### src/rtl/wash_pkg.sv
// wash_pkg
//   State encoding shared by the washing-machine controller and the
//   appliance-side phase sequencer, plus a helper that says which
//   states are timed phases.
package wash_pkg;

   typedef enum logic [2:0] {
      ST_IDLE  = 3'b000,
      ST_FILL  = 3'b001,
      ST_WASH  = 3'b010,
      ST_RINSE = 3'b011,
      ST_SPIN  = 3'b100,
      ST_DRAIN = 3'b101,
      ST_END   = 3'b110,
      ST_ERROR = 3'b111
   } wash_state_e;

   // Wash, rinse, spin and drain are the only phases with a duration.
   function automatic logic is_timed(input logic [2:0] s);
      return (s == ST_WASH) || (s == ST_RINSE) || (s == ST_SPIN) || (s == ST_DRAIN);
   endfunction

endpackage

### src/rtl/tick_prescaler.sv
// tick_prescaler
//   Free-running divider producing the time-base tick for the phase timer
//   and the level model.
//   Ports:
//     clk  in  clock
//     rst  in  asynchronous, active-low reset
//     tick out 1 during the cycle in which the count equals TICK_DIV-1
module tick_prescaler #(
   parameter int TICK_DIV = 16
) (
   input  logic clk,
   input  logic rst,
   output logic tick
);

   localparam int CW = (TICK_DIV > 1) ? $clog2(TICK_DIV) : 1;
   localparam logic [CW-1:0] LAST = CW'(TICK_DIV - 1);

   logic [CW-1:0] count_q;

   always_ff @(posedge clk or negedge rst) begin
      if (!rst) begin
         count_q <= '0;
      end else if (count_q == LAST) begin
         count_q <= '0;
      end else begin
         count_q <= count_q + 1'b1;
      end
   end

   assign tick = (count_q == LAST);

endmodule

### src/rtl/wash_phase_sequencer.sv
// wash_phase_sequencer
//   Plant model for the washing-machine controller: tracks drum water level
//   from the valve commands and times the wash/rinse/spin/drain phases.
//   Ports:
//     clk, rst (async active-low)
//     state          controller state code (wash_pkg encoding)
//     motor_on       drum motor command (run condition of wash/rinse/spin)
//     water_valve    inlet valve command
//     drain_valve    drain valve command (run condition of drain)
//     water_level    1 when level is full
//     cycle_complete one-clk pulse when the current timed phase finishes
//     level          water level count
//     phase_timer    elapsed ticks in the current phase
//     valve_conflict sticky flag: inlet and drain seen together on a tick
module wash_phase_sequencer import wash_pkg::*; #(
   parameter int TICK_DIV    = 16,
   parameter int LEVEL_W     = 4,
   parameter int LEVEL_MAX   = 10,
   parameter int TIMER_W     = 8,
   parameter int WASH_TICKS  = 20,
   parameter int RINSE_TICKS = 12,
   parameter int SPIN_TICKS  = 8,
   parameter int DRAIN_TICKS = 6
) (
   input  logic               clk,
   input  logic               rst,
   input  logic [2:0]         state,
   input  logic               motor_on,
   input  logic               water_valve,
   input  logic               drain_valve,
   output logic               water_level,
   output logic               cycle_complete,
   output logic [LEVEL_W-1:0] level,
   output logic [TIMER_W-1:0] phase_timer,
   output logic               valve_conflict
);

   localparam logic [LEVEL_W-1:0] LEVEL_FULL = LEVEL_W'(LEVEL_MAX);
   localparam logic [TIMER_W-1:0] WASH_DUR   = TIMER_W'(WASH_TICKS);
   localparam logic [TIMER_W-1:0] RINSE_DUR  = TIMER_W'(RINSE_TICKS);
   localparam logic [TIMER_W-1:0] SPIN_DUR   = TIMER_W'(SPIN_TICKS);
   localparam logic [TIMER_W-1:0] DRAIN_DUR  = TIMER_W'(DRAIN_TICKS);

   logic               tick;
   logic [2:0]         state_q;
   logic [TIMER_W-1:0] timer_q;
   logic               done_q;
   logic               pulse_q;
   logic [LEVEL_W-1:0] level_q, level_d;
   logic               conflict_q, conflict_d;

   logic               phase_change;
   logic [TIMER_W-1:0] phase_dur;
   logic               phase_run;

   tick_prescaler #(.TICK_DIV(TICK_DIV)) u_prescaler (
      .clk  (clk),
      .rst  (rst),
      .tick (tick)
   );

   assign phase_change = (state != state_q);

   // Duration and run condition of the phase currently commanded.
   always_comb begin
      phase_dur = '0;
      phase_run = 1'b0;
      case (state)
         ST_WASH:  begin phase_dur = WASH_DUR;  phase_run = motor_on;    end
         ST_RINSE: begin phase_dur = RINSE_DUR; phase_run = motor_on;    end
         ST_SPIN:  begin phase_dur = SPIN_DUR;  phase_run = motor_on;    end
         ST_DRAIN: begin phase_dur = DRAIN_DUR; phase_run = drain_valve; end
         default:  ;
      endcase
   end

   // Phase timer: a state change always restarts it, even on a tick edge.
   // done_q blocks further counting so each phase entry pulses at most once.
   always_ff @(posedge clk or negedge rst) begin
      if (!rst) begin
         state_q <= '0;
         timer_q <= '0;
         done_q  <= 1'b0;
         pulse_q <= 1'b0;
      end else begin
         state_q <= state;
         pulse_q <= 1'b0;
         if (phase_change) begin
            timer_q <= '0;
            done_q  <= 1'b0;
         end else if (is_timed(state) && phase_run && tick && !done_q) begin
            if (timer_q == phase_dur - 1'b1) begin
               timer_q <= phase_dur;
               done_q  <= 1'b1;
               pulse_q <= 1'b1;
            end else begin
               timer_q <= timer_q + 1'b1;
            end
         end
      end
   end

   // Level moves one step per tick; opposing valves hold it and latch a conflict.
   always_comb begin
      level_d    = level_q;
      conflict_d = conflict_q;
      if (tick) begin
         if (water_valve && drain_valve) begin
            conflict_d = 1'b1;
         end else if (water_valve && (level_q != LEVEL_FULL)) begin
            level_d = level_q + 1'b1;
         end else if (drain_valve && (level_q != '0)) begin
            level_d = level_q - 1'b1;
         end
      end
   end

   always_ff @(posedge clk or negedge rst) begin
      if (!rst) begin
         level_q    <= '0;
         conflict_q <= 1'b0;
      end else begin
         level_q    <= level_d;
         conflict_q <= conflict_d;
      end
   end

   assign water_level    = (level_q == LEVEL_FULL);
   assign cycle_complete = pulse_q;
   assign level          = level_q;
   assign phase_timer    = timer_q;
   assign valve_conflict = conflict_q;

endmodule

### config.mk
export PLATFORM = sky130hd
export DESIGN_NAME = wash_phase_sequencer
export DESIGN_NICKNAME = d
export VERILOG_FILES = /design/src/rtl/wash_pkg.sv /design/src/rtl/tick_prescaler.sv /design/src/rtl/wash_phase_sequencer.sv
export SDC_FILE = /design/constraint.sdc
export NUM_CORES = 1
export LEC_CHECK = 0
export ABC_AREA = 1
export BUFFER_PORTS_ARGS = -buffer_cell sky130_fd_sc_hd__buf_2
export CAP_MARGIN = 20
export CORE_UTILIZATION = 45
export CTS_BUF_LIST = sky130_fd_sc_hd__clkbuf_8
export DETAILED_ROUTE_END_ITERATION = 10
export PLACE_DENSITY = 0.78
export SLEW_MARGIN = 20
export SYNTH_ARGS = -nofsm -noshare
export SYNTH_HDL_FRONTEND = slang
export SYNTH_SLANG_ARGS = --single-unit
### constraint.sdc
create_clock -name clk -period 2.1 [get_ports clk]
set_clock_uncertainty 0.15 [all_clocks]
set_input_delay 0.21 -clock clk [delete_from_list [all_inputs] [get_ports clk]]
set_output_delay 0.21 -clock clk [all_outputs]
set_load 0.01 [all_outputs]
* Word level (Yosys, flattened, before mapping)
Cells that the tools add are included.
Widths: inputs -> output; s select.
** Storage, ports and cells
- Flip-flop bits (word level) :: 22
- Word-level logic and storage cells :: 54
- Output and inout bits :: 15
- Input port bits :: 8
** Cells by class
- Add/subtract/negate cells :: 5
- Equality and inequality tests :: 9
- Reduce and logical (&&, ||, !) cells :: 18
- Bitwise operators :: 1
- Mux-type cells :: 14
** Operator list (number)
- $mux 8 :: 3
- $pmux 5 s4 :: 1
- $mux 4 :: 3
- $add 4x1->4 const B :: 2
- $add 8x1->8 const B :: 1
- $eq 4x4->1 const B :: 2
- $eq 8x8->1 :: 1
- $sub 8x1->8 const B :: 1
- $eq 3x2->1 const B :: 2
- $eq 3x3->1 const B :: 2
- $logic_and 1x1->1 :: 6
- $mux 1 :: 6
- $reduce_bool 2->1 :: 3
- $ne 4x4->1 const B :: 1
- $reduce_and 2->1 :: 2
- $reduce_bool 4->1 :: 1
- $sub 4x1->4 const B :: 1
- $logic_or 1x1->1 :: 3
- $ne 3x3->1 :: 1
- $reduce_and 3->1 :: 1
- $reduce_or 3->1 :: 1
- $pmux 1 s2 :: 1
- $logic_not 1->1 :: 1
- $not 1->1 :: 1

* Longest topological paths before layout
Gate-level depths: netlist (run 1).
- Word-level depth :: 9
- Mapped depth :: 17

* Modules after synthesis
A second synthesis (run 1) with hierarchy kept.
** Unflattened totals
- Cells, all modules :: 185
- Area, all modules :: 1483.9 µm²
** Modules (own cells, without submodules)
- wash_phase_sequencer :: cells an instance 168, area each 1315.0 µm², instances 1
- tick_prescaler :: cells an instance 17, area each 168.9 µm², instances 1

* Worst setup path before layout (run 1)
No wires, ideal clock.
- Path type :: flip-flop to flip-flop
- Start point :: register level_q[0], in the netlist level[0]
- End point :: register level_q[3], in the netlist level[3]
- Data required time :: 1.833 ns
- Slack :: -0.105 ns
- Path buffers :: 0
- Stages on the path, launching flop included :: 11
- Data arrival time :: 1.938 ns
- Cell sequence :: dfrtp_1 inv_1 nand2_1 o21ai_0 ha_1 a21oi_1 nand2_1 xor2_1 nand2_1 nand2_1 nand2_1
** On the way
- Longest elaborated chain between the ends :: 4
- Elaborated cells between the ends (all ways) :: 10
- Those cells by class :: add/sub (2); eq/ne (1); mux (2); reduce/logical (5)
** Ends and longest elaborated chain
- start: declaration :: line wash_phase_sequencer.sv:49 : logic [LEVEL_W-1:0] level_q, level_d;
- start signal: assignment :: line wash_phase_sequencer.sv:123 : level_q <= level_d;
- parallel branches: the longest is 4 deep, another holds $sub 4x1->4
Parallel ways; which one is timed is not known. The select of a mux whose other input is x is not followed.
A chain may end at the register's enable or synchronous reset.

* Final worst setup path (run 1)
- Start point :: register level_q[2], in the netlist level[2]
- End point :: register level_q[3], in the netlist level[3]
Same word-level chain as after synthesis.

==> flow_summary.yaml, run 1 <==
critical_path:
  worst_ep_arrival_time_ns: 1.97
  cp_cell_sequence: "inv_1, nand2_1, o21ai_2, ha_4, a21oi_1, nand2_1, xor2_2, nand2_1, nand2_1, nand2_1"
  cell_family_contributing_the_most_delay_on_the_critical_path: "flip-flops"
  setup.worst_path.end_class: "flip-flop"
  critPathLaunchType: "flip-flop"
  cp_max_fo: 4
  path_common_cell: "sky130_fd_sc_hd__nand2_1"
  critical_path_required_ns: 2.11
  timing.critical_path.slowest_cell_delay_ns: 0.44
  timing.critical_path.buf_inv: 1
  regToRegSetupSlack_ns: 0.14
  worst_path_max_delay_cell: "sky130_fd_sc_hd__dfrtp_2"
  critical_path_class: "reg -> reg"
routing:
  first_pass_iters: 4
  routed_wl_um: 2950
  route.detailed.wl_per_inst_um: 11.4
  antenna_viol_nets_final: 0
  drt_iter0_markers: 48
  drc: 0
  vias: 1264
  avgViaCountPerCell: 4.88
synthesis:
  synth_cells: 178
  yosys.cell_types.count: 28
  synth_fp_nets: 192
  synth.yosys.warnings: 0
  syn-mean-instance-area_um2: 8.35
  mappedNetlistArea_um2: 1490
  synth.yosys.seq_area_share_pct: 37.0
  postSynthRegisterBits: 22
finish:
  insertedDiodeCount: 0
  final_nets: 230
  finish.instance_area_um2: 1830
  synthesis_to_finish_area_growth_pct: 23.1
  layout-drive-gt1-share_pct: 32.1
  layoutNonFillerInstCount: 259
clock_network:
  h-tree-depth: 1
  clock_tree_from_tritoncts: "yes"
  clock-sinks: 22
  clk-insertion-delay-late_ns: 0.26
  clock_slew_at_reported_path_ffs_ns: 0.08
  cts_made_buffers: 3
  clock_tree.root_cell: "sky130_fd_sc_hd__clkbuf_8"
  clock_tree.buffer_depth: 2
timing:
  final-max-slew-violation-count: 0
  slew-limit-headroom_pct: 67.4
  layout_setup_ws_ns: 0.144
  layout_worst_path_cycle_share_pct: 93.2
  fmax_mhz: 511
  tightest_slew_ns: 0.490
  final_setup_violating_endpoints: 0
  post-route-min-period_ns: 1.96
  timing.final.hold_violations: 0
die:
  die_area_um2: 3540
  io-pin-count: 23
  floorplan.rows: 20
  initial_cell_density_of_the_core_pct: 47.9
  die_w_um: 59.5
  die_height_um: 59.5
  floorplan.core_area_um2: 3100
grt:
  grt_util_met3_pct: 2.62
  grt_start_max_net_pins: 23
  grt_ovf: 0
  number_of_global_route_vias_before_repair: 1159
  groute.layer.met1.usage_pct: 26.5
  grt_first_pass_wirelength_um: 5180
  grt_busiest_layer: "met2"
  global_route.usage.total_pct: 19.6
  antenna_found_initial: 0
  grt.met2_usage_pct: 31.1
power:
  sequentialPowerShare_pct: 39.4
  power.static_leakage_nw: 0.990
  switching_share_pct: 29.5
  internal_portion_of_total_power_mw: 0.872
  worst_ir_drop_vdd_v: 0.000430
  totalPowerFinal_mw: 1.24
  p_sw_mw: 0.366
  p_comb_share_pct: 29.0
  power.density_cell_area_nw_per_um2: 677
  power.clock.fraction_pct: 31.6
flow_run:
  timing.max_cap.violations: 0
place:
  place.port_buffers: 22
  place_area_um2: 1720
  gp_congestion: 0.820
  pre_cts_ws_ns: 0.0275
  hpwlAfterDp_um: 2380
  cell_count_after_placement: 253
min_path:
  holdCritPathClass: "in -> reg"
run_status:
  status: "finished clean"
## cell usage in the layout (no fill, tap or decap), types with 2 or more instances in the layout
| cell | synthesis | layout |
|---|---|---|
| sky130_fd_sc_hd__xor2_1 | 10 | 9 |
| sky130_fd_sc_hd__dfrtp_1 | 22 | 21 |
| sky130_fd_sc_hd__nor2_1 | 7 | 7 |
| sky130_fd_sc_hd__nand2_4 | 4 | 4 |
| sky130_fd_sc_hd__inv_2 | 6 | 6 |
| sky130_fd_sc_hd__nor3_1 | 3 | 3 |
| sky130_fd_sc_hd__buf_4 | 0 | 11 |
| sky130_fd_sc_hd__nand4_1 | 8 | 8 |
| sky130_fd_sc_hd__nand3_1 | 17 | 17 |
| sky130_fd_sc_hd__buf_2 | 0 | 22 |
| sky130_fd_sc_hd__nand3_2 | 5 | 5 |
| sky130_fd_sc_hd__clkbuf_8 | 0 | 3 |
| sky130_fd_sc_hd__nand2_1 | 48 | 48 |
| sky130_fd_sc_hd__ha_1 | 5 | 4 |
| sky130_fd_sc_hd__nand2_2 | 5 | 5 |
| sky130_fd_sc_hd__xnor2_1 | 4 | 4 |
| sky130_fd_sc_hd__inv_1 | 16 | 16 |
| sky130_fd_sc_hd__nor2_8 | 2 | 2 |
| sky130_fd_sc_hd__nor2_4 | 3 | 3 |
## timing repair
| action | CTS | global route |
|---|---|---|
| buffers inserted | 0 | 1 |
| gates resized for setup | 0 | 4 |
| hold buffers | 1 | 0 |
| endpoints found under the setup margin | 0 | 1 |
| hold endpoints to repair | 22 | 0 |
## kinds of logic after synthesis
kind of cell | count (synthesis) | share of synthesized area [%]
and+or+nand+nor | 106 | 40.0
buffers and inverters | 23 | 6.31
DFF | 22 | 37.0
xor gates and xnor gates | 14 | 8.25
AOI/OAI and AO/OA | 7 | 2.86
adders and majority gates | 6 | 5.56
## per-layer routing
layer | up-vias | wire [um]
met2 | 18 | 1460
met4 | 0 | 69
li1 | 645 | -
met1 | 594 | 1360
met3 | 7 | 71
met5 | - | 0
## synth_stat cells
cell	instances	area [um^2]
sky130_fd_sc_hd__o21a_1	1	7.51
sky130_fd_sc_hd__nor3_1	3	15.0
sky130_fd_sc_hd__xnor2_1	4	35.0
sky130_fd_sc_hd__nand4_1	8	50.1
sky130_fd_sc_hd__inv_2	6	22.5
sky130_fd_sc_hd__fa_1	1	20.0
sky130_fd_sc_hd__xor2_1	10	87.6
sky130_fd_sc_hd__a21oi_1	1	5.00
sky130_fd_sc_hd__o31ai_1	1	7.51
sky130_fd_sc_hd__o21ai_1	1	5.00
sky130_fd_sc_hd__ha_1	5	62.6
sky130_fd_sc_hd__nand2_4	4	45.0
sky130_fd_sc_hd__nor2_1	7	26.3
sky130_fd_sc_hd__nand3_2	5	50.1
sky130_fd_sc_hd__nand3_1	17	85.1
sky130_fd_sc_hd__nand3b_1	1	7.51
sky130_fd_sc_hd__inv_1	16	60.1
sky130_fd_sc_hd__or2_2	1	6.26
sky130_fd_sc_hd__dfrtp_1	22	551
sky130_fd_sc_hd__nor2_8	2	40.0
sky130_fd_sc_hd__nand3_4	1	17.5
sky130_fd_sc_hd__buf_6	1	11.3
sky130_fd_sc_hd__nor2_4	3	33.8
sky130_fd_sc_hd__o21ai_0	2	10.0
sky130_fd_sc_hd__o21bai_1	1	7.51
sky130_fd_sc_hd__nand2_1	48	180
sky130_fd_sc_hd__nand2_2	5	31.3
sky130_fd_sc_hd__nor2_2	1	6.26
## final timing paths
kind                                start              to  cells past startpoint
setup / recovery                 level[2]        level[3]                     10
hold / removal                   state[0]      state_q[0]                      2
setup reg to reg                 level[2]        level[3]                     10
hold reg to reg            valve_conflict  valve_conflict                      1
max in group asynchronous             rst        level[2]                      2
min in group asynchronous             rst        level[2]                      2
## registers in the layout, summed over array words and instances, names as in the netlist
name and cells:
valve_conflict 1, u_prescaler.count_q 4, level 4, state_q 3
phase_timer 8, done_q 1, cycle_complete 1
## final cells by class
type / instances / area (um^2)
clock buffers: 3 / 41.3
inverters: 22 / 82.6
flip-flops and latches: 22 / 552
well taps: 44 / 55.1
multi-input cells: 133 / 866
clock inverters: 1 / 30.0
fillers: 292 / 1270
repair buffers: 34 / 203
## through the flow
step	utilization [%]	hold slack [ns]	setup TNS, ns
3_5_place_dp	55.3	0.0500	0
2_1_floorplan	-	-0.236	0
4_1_cts	57.9	0.0661	0
6_report	59.0	0.0694	0
3_3_place_gp	55.3	0.0521	0
5_1_grt	59.0	0.0624	-0.00732
## power groups by stage
| stage | sequential, mW | clock (mW) | combinational [mW] |
|---|---|---|---|
| after global routing | 0.494 | 0.419 | 0.404 |
| after CTS | 0.484 | 0.398 | 0.335 |
| after floorplan | 0.515 | 0 | 0.184 |
| after global placement | 0.491 | 0 | 0.325 |
| final | 0.488 | 0.391 | 0.359 |
| after detailed placement | 0.492 | 0 | 0.332 |
(Power assumes the default switching activity.)
==> run 2: changes to the inputs <==
--- a/config.mk
+++ b/config.mk
@@ -15,4 +15,5 @@
 export SLEW_MARGIN = 20
 export SYNTH_ARGS = -nofsm -noshare
 export SYNTH_HDL_FRONTEND = slang
+export SYNTH_HIERARCHICAL = 1
 export SYNTH_SLANG_ARGS = --single-unit
==> flow_summary.yaml, run 2 <==
place:
  hpwlAfterDp_um: 2330
  place.port_buffers: 22
  cell_count_after_placement: 251
  pre_cts_ws_ns: 0.0533
  place_area_um2: 1630
  gp_congestion: 0.893
flow_run:
  timing.max_cap.violations: 0
clock_network:
  h-tree-depth: 1
  clock_tree.buffer_depth: 2
  clock-sinks: 22
  cts_made_buffers: 3
  clock_tree_from_tritoncts: "yes"
  clock_tree.root_cell: "sky130_fd_sc_hd__clkbuf_8"
  clock_slew_at_reported_path_ffs_ns: 0.08
  clk-insertion-delay-late_ns: 0.26
routing:
  routed_wl_um: 3020
  antenna_viol_nets_final: 0
  vias: 1278
  drc: 0
  avgViaCountPerCell: 5.01
  first_pass_iters: 4
  route.detailed.wl_per_inst_um: 11.9
  drt_iter0_markers: 57
power:
  switching_share_pct: 32.9
  p_sw_mw: 0.351
  p_comb_share_pct: 29.5
  power.static_leakage_nw: 0.923
  power.density_cell_area_nw_per_um2: 630
  power.clock.fraction_pct: 24.6
  worst_ir_drop_vdd_v: 0.000466
  internal_portion_of_total_power_mw: 0.715
  sequentialPowerShare_pct: 45.9
  totalPowerFinal_mw: 1.07
finish:
  insertedDiodeCount: 0
  largest_register_ffs: 8
  layout-drive-gt1-share_pct: 22.7
  final_cell_mix: "sky130_fd_sc_hd__nand2_1 (46), sky130_fd_sc_hd__nand3_1 (24), sky130_fd_sc_hd__inv_1 (22), sky130_fd_sc_hd__buf_2 (22), sky130_fd_sc_hd__dfrtp_1 (21)"
  finish.instance_area_um2: 1690
  final_nets: 227
  synthesis_to_finish_area_growth_pct: 14.0
  final_common_cell: "sky130_fd_sc_hd__nand2_1"
  layoutNonFillerInstCount: 255
  post-route-util_pct: 54.5
synthesis:
  async_reset_ff_share_pct: 100
  synth.yosys.warnings: 6
  postSynthRegisterBits: 22
  synth_top_area_cell: "sky130_fd_sc_hd__dfrtp_1"
  cells_taking_the_most_area_after_synthesis: "sky130_fd_sc_hd__dfrtp_1 (37%), sky130_fd_sc_hd__nand2_1 (12%), sky130_fd_sc_hd__nand3_1 (8.1%)"
  synth_cells: 185
  syn-mean-instance-area_um2: 8.02
  synth-edff-count: 0
  yosysTopAreaCellShare_pct: 37.1
  yosys-top-cells-count: "sky130_fd_sc_hd__nand2_1 (46), sky130_fd_sc_hd__nand3_1 (24), sky130_fd_sc_hd__dfrtp_1 (22), sky130_fd_sc_hd__inv_1 (22), sky130_fd_sc_hd__nor2_1 (11)"
  yosys.cell_types.count: 28
  mappedNetlistArea_um2: 1480
  synth.yosys.seq_area_share_pct: 37.1
  synth_most_common_cell: "sky130_fd_sc_hd__nand2_1"
  synth_fp_nets: 199
  predominant_post_synthesis_flop_cell: "sky130_fd_sc_hd__dfrtp_1"
die:
  floorplan.rows: 20
  die_w_um: 59.4
  die_area_um2: 3530
  initial_cell_density_of_the_core_pct: 47.8
  floorplan.core_area_um2: 3100
  io-pin-count: 23
  die_height_um: 59.4
timing:
  fmax_mhz: 525
  layout_setup_ws_ns: 0.195
  post-route-min-period_ns: 1.91
  slew-limit-headroom_pct: 66.6
  setup-tns-final_ns: 0
  layout_worst_path_cycle_share_pct: 90.7
  holdWs_ns: 0.0309
  final_setup_violating_endpoints: 0
  timing.final.hold_violations: 0
  tightest_slew_ns: 0.501
  grt_setup_unrepaired: "no"
  final-max-slew-violation-count: 0
critical_path:
  critPathLaunchType: "flip-flop"
  setup.worst_path.end_class: "flip-flop"
  critical_path_required_ns: 2.14
  timing.critical_path.slowest_cell_delay_ns: 0.45
  critical_path_class: "reg -> reg"
  worst_path_max_delay_cell: "sky130_fd_sc_hd__dfrtp_2"
  cp_max_fo: 4
  timing.critical_path.buf_inv: 1
  cell_family_contributing_the_most_delay_on_the_critical_path: "flip-flops"
  path_common_cell: "sky130_fd_sc_hd__nand2_1"
  worst_ep_arrival_time_ns: 1.94
  cp_cell_sequence: "inv_1, nand2_1, o21ai_2, ha_1, nand2_1, nor2_1, a211oi_2, xor2_1, nand2_1, o21ai_0"
grt:
  global_route.usage.total_pct: 20.1
  grt_first_pass_wirelength_um: 5250
  grt_start_max_net_pins: 23
  antenna_found_initial: 0
  number_of_global_route_vias_before_repair: 1266
  grt_ovf: 0
min_path:
  holdCritPathClass: "in -> reg"
run_status:
  status: "finished clean"
[run 2: cells by family after synthesis]
group,after synthesis,share of synthesized area (%)
simple gates,101,34.2
fa+ha+maj,6,5.56
compound gates,13,5.14
buf+inv,30,10.3
xor+xnor,13,7.67
flops,22,37.1
[run 2: power groups by stage]
stage / clock network (mW) / logic [mW] / registers (mW)
final: 0.262 / 0.315 / 0.489
after global routing: 0.284 / 0.359 / 0.494
after CTS: 0.269 / 0.309 / 0.488
after detailed placement: 0 / 0.307 / 0.495
after global placement: 0 / 0.295 / 0.494
after floorplan: 0 / 0.191 / 0.510
[run 2: what timing repair did]
item,in CTS,in global routing
hold buffers,1,0
buffers inserted,0,0
endpoints found under the hold margin,22,0
endpoints found under the setup margin,0,1
gates resized for setup,0,2
[run 2: area by class of cell]
class,instances,area (um^2)
flip-flops and latches,22,552
clock buffers,3,41.3
inverters,26,108
fillers,312,1410
repair buffers,27,150
well taps,44,55.1
multi-input cells,133,786
[run 2: path summary, 6_finish.rpt]
check	startpoint	to	slack, ns	depth (start not counted)
worst min register to register	done_q	done_q	0.34	2
worst max-delay path	level[0]	level[3]	0.19	10
min in group asynchronous	rst	level[1]	0.29	2
worst min-delay path	state[1]	state_q[1]	0.03	1
worst max register to register	level[0]	level[3]	0.19	10
max in group asynchronous	rst	level[0]	1.14	2
[run 2: per-layer routing]
layer	global-route usage, %	up-vias	wire length, um
met5	0	-	0
met2	35.5	30	1520
li1	-	651	-
met1	23.9	591	1360
met3	3.93	6	98
met4	7.48	0	43
==> run 3: changes to the inputs <==
--- a/config.mk
+++ b/config.mk
@@ -8,10 +8,12 @@
 export ABC_AREA = 1
 export BUFFER_PORTS_ARGS = -buffer_cell sky130_fd_sc_hd__buf_2
 export CAP_MARGIN = 20
-export CORE_UTILIZATION = 45
+export CELL_PAD_IN_SITES_DETAIL_PLACEMENT = 0
+export CELL_PAD_IN_SITES_GLOBAL_PLACEMENT = 1
+export CORE_UTILIZATION = 39
 export CTS_BUF_LIST = sky130_fd_sc_hd__clkbuf_8
 export DETAILED_ROUTE_END_ITERATION = 10
-export PLACE_DENSITY = 0.78
+export PLACE_DENSITY = 0.88
 export SLEW_MARGIN = 20
 export SYNTH_ARGS = -nofsm -noshare
 export SYNTH_HDL_FRONTEND = slang
==> flow_summary.yaml, run 3 (synthesis gave the netlist of run 2 again) <==
clock_network:
  h-tree-depth: 1
  clock_tree.root_cell: "sky130_fd_sc_hd__clkbuf_8"
  clock_slew_at_reported_path_ffs_ns: 0.08
  clock_tree_from_tritoncts: "yes"
  cts_made_buffers: 3
  clock_tree.buffer_depth: 2
  clock-sinks: 22
  clk-insertion-delay-late_ns: 0.26
power:
  p_comb_share_pct: 29.7
  worst_ir_drop_vdd_v: 0.000526
  internal_portion_of_total_power_mw: 0.763
  p_sw_mw: 0.351
  power.static_leakage_nw: 0.942
  sequentialPowerShare_pct: 43.0
  switching_share_pct: 31.5
  power.clock.fraction_pct: 27.3
  power.density_cell_area_nw_per_um2: 643
finish:
  largest_register_ffs: 8
  layout-drive-gt1-share_pct: 23.4
  final_cell_mix: "sky130_fd_sc_hd__nand2_1 (46), sky130_fd_sc_hd__nand3_1 (24), sky130_fd_sc_hd__inv_1 (22), sky130_fd_sc_hd__dfrtp_1 (22), sky130_fd_sc_hd__buf_2 (22)"
  insertedDiodeCount: 0
  layoutNonFillerInstCount: 262
  final_common_cell: "sky130_fd_sc_hd__nand2_1"
  final_nets: 229
  finish.instance_area_um2: 1730
  fillerInstances: 387
  synthesis_to_finish_area_growth_pct: 16.7
timing:
  timing.final.hold_violations: 0
  setup-tns-final_ns: 0
  final-max-slew-violation-count: 0
  holdWs_ns: 0.0295
  final_setup_violating_endpoints: 0
  post-route-min-period_ns: 1.91
  layout_worst_path_cycle_share_pct: 90.8
  slew-limit-headroom_pct: 67.7
  tightest_slew_ns: 0.485
  fmax_mhz: 524
die:
  floorplan.core_area_um2: 3660
  initial_cell_density_of_the_core_pct: 40.5
  floorplan.rows: 22
  die_height_um: 63.7
  die_area_um2: 4060
  die_w_um: 63.7
  io-pin-count: 23
min_path:
  holdCritPathClass: "in -> reg"
  worstHoldEndpoint: "state_q[0]"
  timing.hold.worst_path_depth: 1
  hold_path_startpoint: "state[0]"
critical_path:
  critPathLaunchType: "flip-flop"
  critical_path_required_ns: 2.14
  r2r-start: "level[2]"
  regToRegSetupSlack_ns: 0.19
  reg2reg_to: "level[3]"
  critical_path_class: "reg -> reg"
  setup.worst_path.end_class: "flip-flop"
  worst_ep_arrival_time_ns: 1.94
  worstRegToRegCells: 10
  cp_max_fo: 5
place:
  hpwlAfterDp_um: 2280
  gp_congestion: 0.819
  place_area_um2: 1640
  cell_count_after_placement: 255
  place.port_buffers: 22
routing:
  antenna_viol_nets_final: 0
  routed_wl_um: 2950
  first_pass_iters: 4
  route.detailed.wl_per_inst_um: 11.2
  drc: 0
  avgViaCountPerCell: 4.79
  drt_iter0_markers: 68
  vias: 1254
grt:
  grt_start_max_net_pins: 23
  global_route.usage.total_pct: 16.3
  number_of_global_route_vias_before_repair: 1217
  grt_first_pass_wirelength_um: 5300
  antenna_found_initial: 0
  grt_ovf: 0
run_status:
  status: "finished clean"
flow_run:
  timing.max_cap.violations: 0
## run 3: repair_timing
item | in CTS | in global routing
hold endpoints to repair | 22 | 0
setup endpoints to repair | 0 | 1
buffers inserted | 0 | 2
gates resized for setup | 0 | 2
hold buffers | 1 | 0
## run 3: how the worst max path moves through the flow
stage,slack [ns],to,depth (start not counted),start
final,0.19,level[3],10,level[2]
after detailed placement,0.07,phase_timer[6],13,state[0]
after global placement,0.10,phase_timer[1],13,state[0]
after CTS,0.07,level[3],10,level[2]
after floorplan,0.17,level[3],10,level[0]
after global routing,-0.001,level[3],10,level[2]
## run 3: power groups by stage
stage / logic (mW) / clock network (mW) / registers, mW
after floorplan: 0.191 / 0 / 0.510
after global placement: 0.307 / 0 / 0.487
after detailed placement: 0.311 / 0 / 0.486
after CTS: 0.313 / 0.315 / 0.480
after global routing: 0.377 / 0.332 / 0.485
final: 0.331 / 0.304 / 0.479
## run 3: cell type report
cell class                      count  area (um^2)  share of cell area [%]
Multi-Input combinational cell    133          793                    45.8
Sequential cell                    22          551                    31.8
Timing Repair Buffer               29          165                    9.54
Inverter                           26          108                    6.21
Tap cell                           48         60.1                    3.47
Clock buffer                        4         55.1                    3.18
## run 3: critical path, cell delays in order (launching register included)
cell	delay [ns]
sky130_fd_sc_hd__dfrtp_1	0.40
sky130_fd_sc_hd__inv_1	0.07
sky130_fd_sc_hd__nand2_1	0.12
sky130_fd_sc_hd__o21ai_4	0.22
sky130_fd_sc_hd__ha_1	0.30
sky130_fd_sc_hd__nand2_1	0.07
sky130_fd_sc_hd__nor2_1	0.04
sky130_fd_sc_hd__a211oi_2	0.16
sky130_fd_sc_hd__xor2_1	0.15
sky130_fd_sc_hd__nand2_1	0.06
sky130_fd_sc_hd__o21ai_0	0.08
## run 3: metrics by stage
step	power (mW)	utilization (%)	setup WS (ns)
after global routing	1.19	47.3	-0.00113
after floorplan	0.700	-	0.174
final	1.11	47.3	0.193
after CTS	1.11	46.5	0.0749
after detailed placement	0.797	44.8	0.0684
after global placement	0.794	44.8	0.102
## run 3: routing by layer
| layer | track usage [%] | vias to the layer above | routed length [um] |
|---|---|---|---|
| met4 | 2.56 | 0 | 10 |
| met3 | 2.72 | 2 | 101 |
| li1 | - | 658 | - |
| met2 | 27.7 | 25 | 1460 |
| met1 | 21.9 | 569 | 1370 |
| met5 | 0 | - | 0 |
